$ cat src/rtl/cu_pkg.sv
// Shared definitions for the control unit: states, opcodes, bus select codes,
// C-bus write-enable bit positions, ALU ops and the registered output bundle.
package cu_pkg;

    typedef enum logic [3:0] {
        ST_IDLE,
        ST_FETCH1,
        ST_FETCH2,
        ST_FETCH3,
        ST_DECODE,
        ST_EXEC1,
        ST_EXEC2,
        ST_EXEC3,
        ST_HALT
    } state_t;

    localparam logic [3:0] OP_NOP   = 4'h0;
    localparam logic [3:0] OP_MOV   = 4'h1;
    localparam logic [3:0] OP_LOAD  = 4'h2;
    localparam logic [3:0] OP_STORE = 4'h3;
    localparam logic [3:0] OP_ADD   = 4'h4;
    localparam logic [3:0] OP_SUB   = 4'h5;
    localparam logic [3:0] OP_INC   = 4'h6;
    localparam logic [3:0] OP_JMP   = 4'h7;
    localparam logic [3:0] OP_JZ    = 4'h8;
    localparam logic [3:0] OP_HALT  = 4'hF;

    localparam logic [3:0] SEL_DR = 4'd0;
    localparam logic [3:0] SEL_R1 = 4'd1;
    localparam logic [3:0] SEL_R2 = 4'd2;
    localparam logic [3:0] SEL_R3 = 4'd3;
    localparam logic [3:0] SEL_RA = 4'd4;
    localparam logic [3:0] SEL_RB = 4'd5;
    localparam logic [3:0] SEL_RC = 4'd6;
    localparam logic [3:0] SEL_AC = 4'd7;
    localparam logic [3:0] SEL_PC = 4'd8;

    localparam int unsigned CB_PC = 9;
    localparam int unsigned CB_RA = 8;
    localparam int unsigned CB_RB = 7;
    localparam int unsigned CB_RC = 6;
    localparam int unsigned CB_R1 = 5;
    localparam int unsigned CB_R2 = 4;
    localparam int unsigned CB_R3 = 3;
    localparam int unsigned CB_DR = 2;
    localparam int unsigned CB_AR = 1;
    localparam int unsigned CB_AC = 0;

    localparam logic [1:0] ALU_PASS = 2'd0;
    localparam logic [1:0] ALU_ADD  = 2'd1;
    localparam logic [1:0] ALU_SUB  = 2'd2;

    typedef struct packed {
        logic [9:0] ctrl;
        logic [3:0] sel;
        logic       pc_inc;
        logic       ac_inc;
        logic       ra_inc;
        logic       rb_inc;
        logic       rc_inc;
        logic       rd;
        logic       wr;
        logic       ldir;
        logic [1:0] alu;
        logic       halted;
    } cu_out_t;

endpackage

$ cat src/rtl/cu_decoder.sv
// Combinational instruction field decode: opcode, source, destination
// write-enable one-hot, increment strobe selection and undefined-opcode flag.
module cu_decoder
    import cu_pkg::*;
(
    input  logic [15:0] instr_i,
    output logic [3:0]  opcode_o,
    output logic [3:0]  src_o,
    output logic [9:0]  dst_we_o,
    output logic [4:0]  inc_o,
    output logic        undef_o
);

    logic unused_bits;
    assign unused_bits = ^instr_i[11:8];

    always_comb begin
        opcode_o = instr_i[15:12];
        src_o    = instr_i[3:0];
        dst_we_o = '0;
        if (instr_i[7:4] <= 4'd9) begin
            dst_we_o = 10'd1 << instr_i[7:4];
        end
        // inc_o order: {PC, AC, RA, RB, RC}
        inc_o = '0;
        case (instr_i[3:0])
            SEL_PC:  inc_o = 5'b10000;
            SEL_AC:  inc_o = 5'b01000;
            SEL_RA:  inc_o = 5'b00100;
            SEL_RB:  inc_o = 5'b00010;
            SEL_RC:  inc_o = 5'b00001;
            default: inc_o = '0;
        endcase
        undef_o = (opcode_o >= 4'h9) && (opcode_o <= 4'hE);
    end

endmodule

$ cat src/rtl/control_unit.sv
// Microsequenced control unit: fetch/decode/execute FSM with registered outputs.
// Optional CU_ILLEGAL_TRAP_EN: undefined opcodes set sticky illegal and halt.
module control_unit
    import cu_pkg::*;
(
    input  logic        clk,
    input  logic        rst,
    input  logic        run,
    input  logic [15:0] instr,
    input  logic        z_flag,
    output logic [9:0]  C_bus_ctrl_sig,
    output logic [3:0]  select,
    output logic        PC_INC,
    output logic        AC_INC,
    output logic        RA_INC,
    output logic        RB_INC,
    output logic        RC_INC,
    output logic        read,
    output logic        write,
    output logic        LDIR,
    output logic [1:0]  alu_op,
    output logic        halted,
    output logic        illegal
);

    state_t     state_q, state_d;
    cu_out_t    out_q, out_d;
    logic [3:0] opcode, src;
    logic [9:0] dst_we;
    logic [4:0] inc;
    logic       undef;

    cu_decoder u_dec (
        .instr_i  (instr),
        .opcode_o (opcode),
        .src_o    (src),
        .dst_we_o (dst_we),
        .inc_o    (inc),
        .undef_o  (undef)
    );

`ifdef CU_ILLEGAL_TRAP_EN
    logic illegal_q, illegal_d;
`endif

    // Outputs are computed for the state being entered so they are registered
    // alongside it; instr is stable from DECODE through the last EXEC state.
    always_comb begin
        state_d = state_q;
`ifdef CU_ILLEGAL_TRAP_EN
        illegal_d = illegal_q;
`endif
        case (state_q)
            ST_IDLE:   if (run) state_d = ST_FETCH1;
            ST_FETCH1: state_d = ST_FETCH2;
            ST_FETCH2: state_d = ST_FETCH3;
            ST_FETCH3: state_d = ST_DECODE;
            ST_DECODE: begin
                if (opcode == OP_HALT) begin
                    state_d = ST_HALT;
                end else if (undef) begin
`ifdef CU_ILLEGAL_TRAP_EN
                    state_d   = ST_HALT;
                    illegal_d = 1'b1;
`else
                    state_d = ST_FETCH1;
`endif
                end else if (opcode == OP_NOP) begin
                    state_d = ST_FETCH1;
                end else begin
                    state_d = ST_EXEC1;
                end
            end
            ST_EXEC1:  state_d = (opcode == OP_LOAD || opcode == OP_STORE) ? ST_EXEC2 : ST_FETCH1;
            ST_EXEC2:  state_d = ST_EXEC3;
            ST_EXEC3:  state_d = ST_FETCH1;
            ST_HALT:   state_d = ST_HALT;
            default:   state_d = ST_IDLE;
        endcase

        out_d = '0;
        case (state_d)
            ST_FETCH1: begin
                out_d.sel         = SEL_PC;
                out_d.ctrl[CB_AR] = 1'b1;
            end
            ST_FETCH2: begin
                out_d.rd     = 1'b1;
                out_d.pc_inc = 1'b1;
            end
            ST_FETCH3: out_d.ldir = 1'b1;
            ST_EXEC1: begin
                case (opcode)
                    OP_MOV: begin
                        out_d.sel  = src;
                        out_d.ctrl = dst_we;
                    end
                    OP_LOAD, OP_STORE: begin
                        out_d.sel         = src;
                        out_d.ctrl[CB_AR] = 1'b1;
                    end
                    OP_ADD, OP_SUB: begin
                        out_d.sel         = src;
                        out_d.alu         = (opcode == OP_ADD) ? ALU_ADD : ALU_SUB;
                        out_d.ctrl[CB_AC] = 1'b1;
                    end
                    OP_INC: {out_d.pc_inc, out_d.ac_inc, out_d.ra_inc,
                             out_d.rb_inc, out_d.rc_inc} = inc;
                    OP_JMP, OP_JZ: begin
                        if (opcode == OP_JMP || z_flag) begin
                            out_d.sel         = src;
                            out_d.ctrl[CB_PC] = 1'b1;
                        end
                    end
                    default: ;
                endcase
            end
            ST_EXEC2: begin
                if (opcode == OP_LOAD) begin
                    out_d.rd = 1'b1;
                end else begin
                    out_d.sel         = SEL_AC;
                    out_d.ctrl[CB_DR] = 1'b1;
                end
            end
            ST_EXEC3: begin
                if (opcode == OP_LOAD) begin
                    out_d.sel         = SEL_DR;
                    out_d.alu         = ALU_PASS;
                    out_d.ctrl[CB_AC] = 1'b1;
                end else begin
                    out_d.wr = 1'b1;
                end
            end
            ST_HALT:   out_d.halted = 1'b1;
            default:   ;
        endcase
    end

    always_ff @(posedge clk or posedge rst) begin
        if (rst) begin
            state_q   <= ST_IDLE;
            out_q     <= '0;
`ifdef CU_ILLEGAL_TRAP_EN
            illegal_q <= 1'b0;
`endif
        end else begin
            state_q   <= state_d;
            out_q     <= out_d;
`ifdef CU_ILLEGAL_TRAP_EN
            illegal_q <= illegal_d;
`endif
        end
    end

    assign C_bus_ctrl_sig = out_q.ctrl;
    assign select         = out_q.sel;
    assign PC_INC         = out_q.pc_inc;
    assign AC_INC         = out_q.ac_inc;
    assign RA_INC         = out_q.ra_inc;
    assign RB_INC         = out_q.rb_inc;
    assign RC_INC         = out_q.rc_inc;
    assign read           = out_q.rd;
    assign write          = out_q.wr;
    assign LDIR           = out_q.ldir;
    assign alu_op         = out_q.alu;
    assign halted         = out_q.halted;
`ifdef CU_ILLEGAL_TRAP_EN
    assign illegal        = illegal_q;
`else
    assign illegal        = 1'b0;
`endif

endmodule

$ cat config.mk
export PLATFORM = sky130hd
export DESIGN_NAME = control_unit
export DESIGN_NICKNAME = d
export VERILOG_FILES = /design/src/rtl/cu_pkg.sv /design/src/rtl/cu_decoder.sv /design/src/rtl/control_unit.sv
export SDC_FILE = /design/constraint.sdc
export NUM_CORES = 1
export LEC_CHECK = 0
export ABC_AREA = 1
export CAP_MARGIN = 20
export CELL_PAD_IN_SITES_DETAIL_PLACEMENT = 2
export CELL_PAD_IN_SITES_GLOBAL_PLACEMENT = 2
export CORE_ASPECT_RATIO = 1.2
export CORE_MARGIN = 4
export CORE_UTILIZATION = 27
export CTS_BUF_LIST = sky130_fd_sc_hd__clkbuf_4 sky130_fd_sc_hd__clkbuf_8 sky130_fd_sc_hd__clkbuf_16
export CTS_CLUSTER_DIAMETER = 40
export CTS_CLUSTER_SIZE = 28
export DETAILED_ROUTE_END_ITERATION = 10
export HOLD_SLACK_MARGIN = 0.02
export PLACE_DENSITY_LB_ADDON = 0.05
export SYNTH_ARGS = -nofsm -noshare
export SYNTH_HDL_FRONTEND = slang
export SYNTH_SLANG_ARGS = --single-unit
$ cat constraint.sdc
create_clock -name clk -period 2.05 [get_ports clk]
set_input_delay 0.615 -clock clk [delete_from_list [all_inputs] [get_ports clk]]
set_output_delay 0.615 -clock clk [all_outputs]
set_load 0.01 [all_outputs]
==> metrics.txt <==
postcts setup bufs 0; WS Path Type primary input to register; DRC errors left 0; largest net degree at the start of global routing 30; Post-CTS Resized 0; Core Area approximately 4700 um2; final setup violating endpoints 0; post-synthesis register bit count 29; final non-filler cell total 287; most common cell in the synthesized netlist nand2_1; first-pass GRT wire length 7.68 mm; IR drop worst, VDD roughly 0.00034 V; number of antenna violations at the first check in global routing 0; share of post-route cells with drive strength above 1 19.7%; total routed wirelength around 4.5 mm; Clock Latency Late Sink roughly 0.28 ns; Clock power frac 32.8%; Seq pwr share 36.9%; Crit. End Element register; cell area power density 907 nW/um2; combinational family with the most area after synthesis simple AND/OR/NAND/NOR gates; vias in the first global route 1,585; # nets final 248; htree depth 2; CTS tree done; multiplexer area fraction after synthesis 0%; Async SR Flop Fraction 100%; Port Buffers 40; library cells used by synthesis 24; DP Area 1970 um2; CP arrival 2.04 ns; via/cell ratio 4.60; Pint 0.00131 W; min Tclk post-route 1.88 ns; Sw Share 30.7%; CTS Hold Bufs 0; mapped cell area 1340 um2; Pins Over Slew Limit 0; post-route design area 2090 um2; Num CTS Buffers 5; die area 6170 um2; CTS clk-pin slew, worst paths 0.06 ns; Top FF cell, synth dfrtp_1; Post-Syn Nets 182; Yosys warnings 0; GRT Util Overall 16.3%; fmax 532 MHz; CTS root buf clkbuf_8; Hold Violations, Final 0; CTS sink count 29; number of routed nets with antenna violations 0; Psw around 0.00058 W; CP max FO 5; DR WL/cell 15.6 um; Initial Util around 29%; Hold Crit Class register to register; Post-Synth XOR/XNOR Area 0%; status finished, final reports clean; io pins 46; number of antenna diodes 0; RSZ-0062 raised after global routing no; total global routing overflow 0; Synth top cells by count nand2_1, dfrtp_1, inv_1; GPL Wtd Cong 0.826; # placed instances 279; Post-Route Utilization 44.5%; startpoint types primary input; area fraction of the dominant cell type after synthesis 54.0%; Synth area leader dfrtp_1; die height between 80 and 90 um; Post-Syn Instances ~160; Layout area overhead 55.6%; max_cap viols 0; fin crit share around nine tenths; FP Rows 27; Comb power frac a little under a third; sequential element share of the synthesized area around 54%; Post-Synth Adder-Cell Area 0%; Detailed Routing Iterations Pass 1 4; via count 1,319; Setup Skew 0.00740 ns; chip width 72.4 um; Post-synth EDFFs 0; Detailed Place HPWL 3.66 mm; Worst Path Required 2.21 ns; simple-gate area share of the yosys netlist 31.8%; top cells by area, synth dfrtp_1, nand2_1, inv_1; worst-case clock buffer depth 2; leakage power around 1.1 nW; Detailed Route Iter0 Violations 19; average cell area after synthesis between 8 and 9 um2; compound-cell area share of the yosys netlist 5.59%
-- worst max-delay path, cell delays in order --
cell and delay [ns]:
clkdlybuf4s50_1 0.50, nor2_1 0.27, nand2_1 0.09, nor2_1 0.16
nand2_1 0.10, o31ai_1 0.31
-- cell usage in the layout, fill, tap and decap left out, types with 2 or more instances in the layout --
cell and n:
clkdlybuf4s50_1 40, nand2_1 36, dfrtp_1 29, inv_1 22, nor2_1 20, buf_4 20
nand3_1 16, nor3_1 7, o21ai_0 7, clkbuf_8 6, nor2_2 4, nand2_2 3
a21oi_1 2, nand3_2 2, o21ai_2 2
-- power by group through the flow --
stage	Sequential [W]	Combinational, W	Clock (W)
finish	0.000700	0.000574	0.000622
global route	0.000714	0.000643	0.000682
CTS	0.000703	0.000588	0.000647
detailed placement	0.000714	0.000581	0
global placement	0.000704	0.000555	0
floorplan	0.000727	0.000285	0
-- final cells by class --
type	instances	area, um2
sequential	29	726
clock inverter	1	30.0
tap	58	72.6
fill	516	2610
timing repair buffer	61	571
clock buffer	7	90.1
inverter	24	92.6
multi-input combinational	107	509
-- through the flow --
step	setup TNS [ns]	total power (W)	hold slack, ns	worst slack (ns)
finish	0	0.00190	0.680	0.169
global route	0	0.00204	0.722	0.0275
CTS	0	0.00194	0.686	0.113
detailed placement	-1.03	0.00129	0.662	-0.166
global placement	-0.161	0.00126	0.648	-0.0561
floorplan	0	0.00101	0.576	0.605
-- layer usage --
| layer | GRT usage (%) | part of all wire, % | wire length (um) |
|---|---|---|---|
| met1 | 16.6 | 37 | 1650 |
| met2 | 30.7 | 58 | 2610 |
| met3 | 4.27 | 3.6 | 162 |
| met4 | 6.38 | 1.3 | 59 |
| met5 | 0 | 0 | 0 |
-- worst paths after layout --
kind | start | endpoint | slack, ns | depth (start not counted)
max | instr[15] | C_bus_ctrl_sig[9] | 0.17 | 6
min | state_q[2] | LDIR | 0.68 | 3
max reg2reg | state_q[1] | C_bus_ctrl_sig[1] | 0.54 | 7
min reg2reg | state_q[2] | LDIR | 0.68 | 3
max in group asynchronous | rst | C_bus_ctrl_sig[9] | 1.06 | 3
min in group asynchronous | rst | select[1] | 0.72 | 3
-- kinds of logic after synthesis --
| logic type | count (synthesis) |
|---|---|
| flip-flops | 29 |
| AO/OA/AOI/OAI | 13 |
| AND/OR/NAND/NOR | 93 |
| other | 1 |
| buffers and inverters | 26 |
-- registers in the layout, summed over array words and instances, names as in the netlist --
| register | flops |
|---|---|
| alu_op | 2 |
| state_q | 4 |
| LDIR | 1 |
| write | 1 |
| AC_INC | 1 |
| RB_INC | 1 |
| select | 4 |
| RC_INC | 1 |
| PC_INC | 1 |
| C_bus_ctrl_sig | 10 |
| read | 1 |
| RA_INC | 1 |
| halted | 1 |
(Power assumes the default switching activity.)
